**config.mk**
```make
export PLATFORM = sky130hd
export DESIGN_NAME = rv_mem_wb
export DESIGN_NICKNAME = d
export VERILOG_FILES = /design/src/rtl/rv_mem_wb_pkg.sv /design/src/rtl/rv_lsu_align.sv /design/src/rtl/rv_mem_wb.sv
export SDC_FILE = /design/constraint.sdc
export NUM_CORES = 1
export LEC_CHECK = 0
export BUFFER_PORTS_ARGS = -buffer_cell sky130_fd_sc_hd__buf_2
export CAP_MARGIN = 20
export CORE_MARGIN = 1
export CORE_UTILIZATION = 40
export CTS_CLUSTER_DIAMETER = 150
export DETAILED_ROUTE_END_ITERATION = 12
export HOLD_SLACK_MARGIN = 0.12
export PLACE_DENSITY = 0.81
export SKIP_LAST_GASP = 1
export SYNTH_ARGS = -nofsm -noshare
export SYNTH_HDL_FRONTEND = slang
export SYNTH_SLANG_ARGS = --single-unit
```
**constraint.sdc**
```tcl
create_clock -name clk -period 1.5 [get_ports clk]
set_clock_uncertainty 0.05 [all_clocks]
set_input_delay 0.075 -clock clk [delete_from_list [all_inputs] [get_ports clk]]
set_output_delay 0.075 -clock clk [all_outputs]
set_load 0.01 [all_outputs]
```
**src/rtl/rv_mem_wb_pkg.sv**
```systemverilog
// rv_mem_wb_pkg: opcode/funct3 constants, bubble instruction and FSM encoding for the MEM stage.
package rv_mem_wb_pkg;
    localparam logic [6:0] OP_LOAD   = 7'b0000011;
    localparam logic [6:0] OP_STORE  = 7'b0100011;
    localparam logic [6:0] OP_BRANCH = 7'b1100011;
    localparam logic [2:0] F3_B  = 3'b000;
    localparam logic [2:0] F3_H  = 3'b001;
    localparam logic [2:0] F3_W  = 3'b010;
    localparam logic [2:0] F3_BU = 3'b100;
    localparam logic [2:0] F3_HU = 3'b101;
    localparam logic [31:0] NOP_INSTR = 32'h0000_0013;
    typedef enum logic [1:0] {S_IDLE = 2'd0, S_REQ = 2'd1, S_RSP = 2'd2} state_t;
endpackage

```
**src/rtl/rv_lsu_align.sv**
```systemverilog
// rv_lsu_align: byte-lane strobes, store replication, load extraction and access legality.
module rv_lsu_align
    import rv_mem_wb_pkg::*;
(
    input  logic [2:0]  funct3,
    input  logic        is_load,
    input  logic        is_store,
    input  logic [1:0]  lane,
    input  logic [31:0] rs2,
    input  logic [31:0] rsp_data,
    output logic [3:0]  wstrb,
    output logic [31:0] wdata,
    output logic [31:0] load_data,
    output logic        fault
);
    logic [7:0]  byte_sel;
    logic [15:0] half_sel;
    logic        illegal;
    logic        misaligned;
    always_comb begin
        byte_sel   = rsp_data[{lane, 3'b000} +: 8];
        half_sel   = lane[1] ? rsp_data[31:16] : rsp_data[15:0];
        illegal    = is_load  ? !(funct3 inside {F3_B, F3_H, F3_W, F3_BU, F3_HU}) :
                     is_store && !(funct3 inside {F3_B, F3_H, F3_W});
        misaligned = (funct3[1:0] == 2'b01 && lane[0]) || (funct3[1:0] == 2'b10 && lane != 2'b00);
        fault      = (is_load || is_store) && (illegal || misaligned);
        wstrb      = !is_store              ? 4'b0000 :
                     funct3[1:0] == 2'b00   ? 4'b0001 << lane :
                     funct3[1:0] == 2'b01   ? 4'b0011 << lane : 4'b1111;
        wdata      = funct3[1:0] == 2'b00 ? {4{rs2[7:0]}} :
                     funct3[1:0] == 2'b01 ? {2{rs2[15:0]}} : rs2;
        // funct3[2] selects the unsigned variants
        load_data  = funct3[1:0] == 2'b00 ? {{24{byte_sel[7] & ~funct3[2]}}, byte_sel} :
                     funct3[1:0] == 2'b01 ? {{16{half_sel[15] & ~funct3[2]}}, half_sel} : rsp_data;
    end
endmodule

```
**src/rtl/rv_mem_wb.sv**
```systemverilog
// rv_mem_wb: RV32 MEM stage with valid/ready data-memory port, upstream stall and MEM/WB registers.
module rv_mem_wb
    import rv_mem_wb_pkg::*;
(
    input  logic        clk,
    input  logic        rst,
    input  logic        ex_mem_valid,
    input  logic [31:0] ex_mem_ir,
    input  logic [31:0] ex_mem_alu,
    input  logic [31:0] ex_mem_rs2,
    output logic        mem_stall,
    output logic        dmem_req_valid,
    input  logic        dmem_req_ready,
    output logic        dmem_req_we,
    output logic [31:0] dmem_req_addr,
    output logic [31:0] dmem_req_wdata,
    output logic [3:0]  dmem_req_wstrb,
    input  logic        dmem_rsp_valid,
    input  logic [31:0] dmem_rsp_data,
    output logic        mem_wb_valid,
    output logic [31:0] mem_wb_ir,
    output logic [31:0] mem_wb_out,
    output logic        mem_fault
);
    state_t      state, state_nx;
    logic [6:0]  opcode;
    logic        is_load, is_store, align_fault, fault_now, retire;
    logic [31:0] load_data, retire_ir;

    assign opcode        = ex_mem_ir[6:0];
    assign is_load       = ex_mem_valid && opcode == OP_LOAD;
    assign is_store      = ex_mem_valid && opcode == OP_STORE;
    assign fault_now     = state == S_IDLE && align_fault;
    assign dmem_req_we   = is_store;
    assign dmem_req_addr = {ex_mem_alu[31:2], 2'b00};
    // branches and stores never write rd, so their rd field must not reach writeback
    assign retire_ir     = (opcode == OP_STORE || opcode == OP_BRANCH) ?
                           {ex_mem_ir[31:12], 5'b00000, ex_mem_ir[6:0]} : ex_mem_ir;

    rv_lsu_align u_align (
        .funct3    (ex_mem_ir[14:12]),
        .is_load   (is_load),
        .is_store  (is_store),
        .lane      (ex_mem_alu[1:0]),
        .rs2       (ex_mem_rs2),
        .rsp_data  (dmem_rsp_data),
        .wstrb     (dmem_req_wstrb),
        .wdata     (dmem_req_wdata),
        .load_data (load_data),
        .fault     (align_fault)
    );

    always_comb begin
        state_nx       = state;
        dmem_req_valid = 1'b0;
        mem_stall      = 1'b0;
        retire         = 1'b0;
        case (state)
            S_IDLE: begin
                if ((is_load || is_store) && !align_fault) begin
                    dmem_req_valid = 1'b1;
                    if (!dmem_req_ready) begin
                        state_nx  = S_REQ;
                        mem_stall = 1'b1;
                    end else if (is_load) begin
                        state_nx  = S_RSP;
                        mem_stall = 1'b1;
                    end else begin
                        retire = 1'b1;
                    end
                end else begin
                    retire = ex_mem_valid && !align_fault;
                end
            end
            S_REQ: begin
                dmem_req_valid = 1'b1;
                if (!dmem_req_ready) begin
                    mem_stall = 1'b1;
                end else if (is_load) begin
                    state_nx  = S_RSP;
                    mem_stall = 1'b1;
                end else begin
                    state_nx = S_IDLE;
                    retire   = 1'b1;
                end
            end
            S_RSP: begin
                if (dmem_rsp_valid) begin
                    state_nx = S_IDLE;
                    retire   = 1'b1;
                end else begin
                    mem_stall = 1'b1;
                end
            end
            default: state_nx = S_IDLE;
        endcase
    end

    always_ff @(posedge clk or negedge rst) begin
        if (!rst) begin
            state        <= S_IDLE;
            mem_wb_valid <= 1'b0;
            mem_wb_ir    <= NOP_INSTR;
            mem_wb_out   <= 32'h0;
            mem_fault    <= 1'b0;
        end else begin
            state        <= state_nx;
            mem_wb_valid <= retire;
            mem_wb_ir    <= retire ? retire_ir : NOP_INSTR;
            mem_wb_out   <= retire ? (is_load ? load_data : ex_mem_alu) : 32'h0;
            mem_fault    <= fault_now;
        end
    end
endmodule

```
Word-level counts from Yosys, hierarchy flattened
Index checks and enable logic that the tools add are counted.

storage, ports and cells
  register bits after elaboration = 68
  input port bits = 133
  logic and storage cells = 81

operators by class
  eq/ne operators = 15
  shifts and indexed selects = 3
  mux-type cells = 32
  bitwise logic cells = 3
  reduce and logical (&&, ||, !) cells = 23

operator list
  cell                 count
  $mux 32              7
  $shiftx 32x6->8      1
  $mux 16              1
  $mux 12              1
  $mux 2               6
  $mux 4               3
  $mux 1               10
  $logic_and 1x1->1    9
  $eq 7x2->1 const B   1
  $eq 7x6->1 const B   1
  $eq 7x7->1 const B   1
  $eq 3x3->1 const B   2
  $pmux 1 s3           2
  $pmux 2 s3           1
  $reduce_bool 5->1    1
  $eq 2x1->1 const B   2
  $eq 2x2->1 const B   2
  $logic_not 2->1      2
  $logic_or 1x1->1     4
  $ne 2x2->1 const B   2
  $reduce_and 4->1     1
  $shl 1x2->4 const A  1
  $shl 2x2->4 const A  1
  $eq 3x1->1 const B   1
  10 further kinds     13

Longest topological paths before layout
  depth after elaboration = 12
  mapped depth = 11
  mapped depth without buffers = 6

Modules after synthesis
A second synthesis with hierarchy kept.

unflattened totals
  cell total of the unflattened synthesis = 480
  area total of the unflattened synthesis = 4316.6 um^2

by module, submodules not included
  module        times used  cells an instance  area an instance (um^2)  sequential area each (um^2)
  rv_mem_wb     1           280                2874.0                   1705.4
  rv_lsu_align  1           200                1442.6                   0.0

Least setup slack after synthesis
No wires, ideal clock.

  path kind = input -> output
  start point = input port ex_mem_alu[1]
  end point = output port mem_stall
  arrival = 1776 ps
  data required time = 1375 ps
  setup slack = -401 ps
  stages on the path = 9
  path through = buf_4 > buf_2 > buf_2 > inv_1 > ha_1 > nand2b_1 > a221oi_4 > nand3_1 > o311ai_0

on the way
  cells in the longest elaborated chain, start to end = 9

ends and longest elaborated chain
  item               RTL line            text
  from (decl)        rv_mem_wb.sv:9      input logic [31:0] ex_mem_alu,
  $reduce_bool 2->1  rv_lsu_align.sv:25  misaligned = (funct3[1:0] == 2'b01 && lane[0]) || (funct3[1:0] == 2'b10 && lane != 2'b00);
  $logic_and 1x1->1  rv_lsu_align.sv:25
  $logic_or 1x1->1   rv_lsu_align.sv:25
  $logic_or 1x1->1   rv_lsu_align.sv:26  fault = (is_load || is_store) && (illegal || misaligned);
  $logic_and 1x1->1  rv_lsu_align.sv:26
  $logic_not 1->1    rv_mem_wb.sv:60     if ((is_load || is_store) && !align_fault) begin
  $logic_and 1x1->1  rv_mem_wb.sv:60
  $mux 1             rv_mem_wb.sv:60
  $pmux 1 s3         rv_mem_wb.sv:58     case (state)
  to (decl)          rv_mem_wb.sv:11     output logic mem_stall,

No other way between the ends.

Final worst setup path
  start point = register state[1]
  end point = register mem_wb_out[29]

on the way
  cells in the longest elaborated chain, start to end = 3
  elaborated cells on any way between the ends = 5

ends and longest elaborated chain
  item                                RTL line          text
  from (decl)                         rv_mem_wb.sv:25   state_t state, state_nx;
  from (signal assigned)              rv_mem_wb.sv:107  state <= state_nx;
  $eq 2x2->1 (tied with other cells)  rv_mem_wb.sv:58
  $pmux 1 s3 (*)                      rv_mem_wb.sv:58
  $mux 32 (*)                         rv_mem_wb.sv:110  mem_wb_out <= retire ? (is_load ? load_data : ex_mem_alu) : 32'h0;
  to (signal assigned)                rv_mem_wb.sv:110
  to (decl)                           rv_mem_wb.sv:22   output logic [31:0] mem_wb_out,

Mark *: on every way between the ends. The rest lies on a longest branch, timed or not.
A chain may end at the register's enable or synchronous reset.

==> summary.txt <==
Global routing
  • GR Overflow Total: 0
  • Antenna violations before repair: 1
  • Vias in the first global route: 5,228
  • Pin count of the biggest net entering global routing: 40
  • First-pass GRT wire length: 27,240 µm
  • Total Routing Usage GR: 0.3132

Status
  • Failing checks: negative setup slack
  • Outcome: finished, violations left

Pwr
  • Overall power: 5.443 mW
  • Clock power frac: 0.343
  • Reg power frac: 0.364
  • Power Internal: 3.901 mW
  • Net Sw Frac: 0.2834
  • Leak pwr: 3.917 nW
  • Psw: 1.542 mW
  • VDD IR max: 440.0 µV
  • Logic gate share of total power: 0.294
  • Power Density: 705.5 nW/µm²

Clock network
  • Htree depth: 3
  • Root Driver: clkbuf_8
  • Latest clock arrival within the worst-skew pair: 350 ps
  • Clock tree from TritonCTS: done
  • Worst-path clk slew: 70 ps
  • TritonCTS Buffers: 9
  • CTS Buffer Depth: 2
  • CTS Sinks: 68

STA
  • RSZ-0062 raised after global routing: yes
  • Final setup vio count: 66
  • Fin. max-slew vios: 0
  • Final count of hold timing violations: 0
  • Period minus WS final: 1708 ps
  • Slew @ Worst Pin: 522.5 ps
  • Slew margin rel.: 0.6513
  • Setup ws final: -208.5 ps
  • Maximum clock rate: 585.3 MHz
  • Final period util: 1.139

Placed design
  • Final HPWL DP: 11,930 µm
  • GP Congestion: 0.8673
  • Port bufs: 267

Floorplanning
  • Num ports: 270
  • Die Wd: 107.2 µm
  • # rows: 38
  • Initial core utilization: 0.4102
  • Core box area: 10,790 µm²
  • DIE AREA: 11,490 µm²
  • Chip height: 107.2 µm

Drt
  • DR iter-0 viols: 541
  • Mean routed wirelength per cell: 19.93 µm
  • TritonRoute pass-1 iters: 8
  • DRC viols: 0
  • Via/cell ratio: 5.575
  • Total number of vias: 5,369
  • Number of routed nets with antenna violations: 0
  • WL final: 19,190 µm

Synth
  • Post-synth EDFFs: 0
  • Synth unique cells: 54
  • Post-synth top flop: dfrtp_1
  • Syn Area/Cell: 9.499 µm²
  • Cell Area, Synth: 4427 µm²
  • Cell count after synthesis: 466
  • Seq/Total Area, Yosys: 0.3852
  • Yosys reg bits: 68
  • Post-synth ARST share: 1.000
  • Yosys warning total: 0

Cells and area
  • Footprint of the multi-input gates: 2429 µm²
  • Post-layout net count: 954
  • FILL cells: 700
  • Post-layout utilization of the core: 0.7148
  • Share of cells above drive strength 1: 0.5547
  • FF+latch area: 1708 µm²
  • Area grow syn2layout: 74.28%

Run
  • Max-Cap Viols: 0

Hold path
  • Hold crit path type: input pin to flop

Critical path
  • Crit-path max FO: 8
  • CP Data Arrival Time: 1920 ps
  • CP endpoint kind: flop
  • Critical Path Slowest Stage Cell: dfrtp_2
  • Worst path max stage delay: 470 ps
  • Setup CP Type: flop to flop
  • CP Data Required Time: 1710 ps
  • CP Launch Type: flop
  • Crit-path cells: nor2b_4, and3_4, o32ai_4, buf_6, buf_4, buf_8, a22oi_2
[layer usage]
layer | vias up | part of all wire | GRT usage
li1 | 2345 | - | -
met1 | 2512 | 0.35 | 0.3394
met2 | 426 | 0.52 | 0.5645
met3 | 86 | 0.085 | 0.06687
met4 | 0 | 0.047 | 0.1742
met5 | - | 0 | 0
[area by class of cell]
cell class / instances / area share
timing repair buffer: 425 / 0.3990
multi-input combinational: 294 / 0.3148
sequential: 68 / 0.2214
tap: 140 / 0.02271
clock buffer: 10 / 0.01784
clock inverter: 6 / 0.01443
inverter: 19 / 0.009569
antenna: 1 / 0.0003244
[per-stage QoR]
| stage | setup WS, ps | TNS, ps | area, µm² | std cells | hold WS, ps |
|---|---|---|---|---|---|
| after floorplan | -228.7 | -13170 | 4556 | 467 | -270.6 |
| after global placement | -160.0 | -8671 | 5937 | 839 | -21.55 |
| after detailed placement | -188.8 | -8916 | 5937 | 839 | -11.86 |
| after CTS | -126.8 | -3841 | 7420 | 951 | 120.8 |
| after global routing | -252.9 | -9808 | 7715 | 963 | 124.7 |
| final | -208.5 | -6293 | 7715 | 963 | 131.4 |
[repair_timing]
item	4_1_cts	5_1_grt
pin swaps	14	22
gates resized for setup	42	42
setup endpoints to repair	66	71
setup buffers	9	5
cloned	5	9
endpoints found under the hold margin	128	1
hold buffers	82	1
[synthesized netlist by cell type, drive strengths merged, types with 2 or more instances]
master,number,share of area
nand2,73,0.062
buf,70,0.12
dfrtp,65,0.37
a21boi,23,0.039
a22oi,23,0.039
nor2,20,0.018
inv,18,0.015
o2111ai,17,0.034
clkbuf,16,0.014
mux2i,15,0.034
o21ai,15,0.017
o22ai,13,0.018
a221oi,8,0.021
mux2,8,0.020
a221o,7,0.016
a211oi,6,0.010
a21oi,6,0.0068
mux4,6,0.031
a2111o,5,0.013
a21o,4,0.0068
ha,4,0.011
nand2b,4,0.0057
nand3,4,0.0045
nor2b,4,0.0062
and2,3,0.0042
dfstp,3,0.018
a211o,2,0.0040
and3,2,0.0028
and3b,2,0.0040
nor4,2,0.0062
o311ai,2,0.0040
or2,2,0.0028
[placed cells by master, fill, tap and decap left out, types with 3 or more instances in the layout]
cell type	synthesis	layout
buf_2	15	265
dlygate4sd3_1	0	83
nand2_1	72	70
dfrtp_1	65	63
buf_4	48	44
a22oi_2	0	22
nor2_1	19	18
o2111ai_1	17	17
a21boi_2	0	16
inv_1	18	15
mux2i_1	15	15
o21ai_0	15	15
o22ai_1	13	13
buf_6	7	12
buf_12	0	11
clkbuf_8	0	10
mux2_2	8	8
a221o_1	7	7
a221oi_2	1	6
mux4_2	6	6
a21boi_1	23	6
clkbuf_16	0	6
a2111o_1	5	5
a211oi_2	0	5
a21o_1	4	4
nand2_2	1	3
a21oi_1	6	3
a21oi_2	0	3
nor2b_1	3	3
nand2b_1	4	3
nand3_1	4	3
ha_1	4	3
bufinv_16	0	3
dfstp_2	3	3
[flip-flops by register name (all words and copies together), names as in the netlist]
name	flops
mem_fault	1
mem_wb_ir	32
mem_wb_out	32
mem_wb_valid	1
state	2
[power groups by stage]
stage	Combinational, mW	Sequential [mW]	Clock [mW]
3_5_place_dp	1.20	2.01	0
4_1_cts	1.50	1.98	1.88
3_3_place_gp	1.18	2.01	0
2_1_floorplan	0.600	2.07	0
5_1_grt	1.70	1.99	1.96
6_report	1.60	1.98	1.87
[kinds of logic after synthesis]
logic type,Yosys count,share of synthesized area
muxes,29,0.08479
buffers and inverters,105,0.1458
AOI/OAI and AO/OA,138,0.2470
and+or+nand+nor,121,0.1249
adders and majority gates,4,0.01131
other,1,0.0008471
DFF,68,0.3852
[worst paths after layout]
path	start	end	slack, ps	cells after the start
worst max-delay path	state[1]	mem_wb_out[29]	-210	7
worst min-delay path	ex_mem_ir[14]	mem_wb_ir[14]	130	3
worst max register to register	state[1]	mem_wb_out[29]	-210	7
worst min register to register	state[0]	mem_fault	510	1
max in group asynchronous	rst	mem_wb_ir[4]	620	3
min in group asynchronous	rst	mem_wb_ir[26]	150	2
[critical path, delay by kind of cell (launching register included)]
kind | cells | cell delay, ps
buf+inv | 3 | 470
flops | 1 | 470
simple gates | 2 | 390
compound gates | 2 | 250
Note: power is estimated with default switching activity, not from simulation.
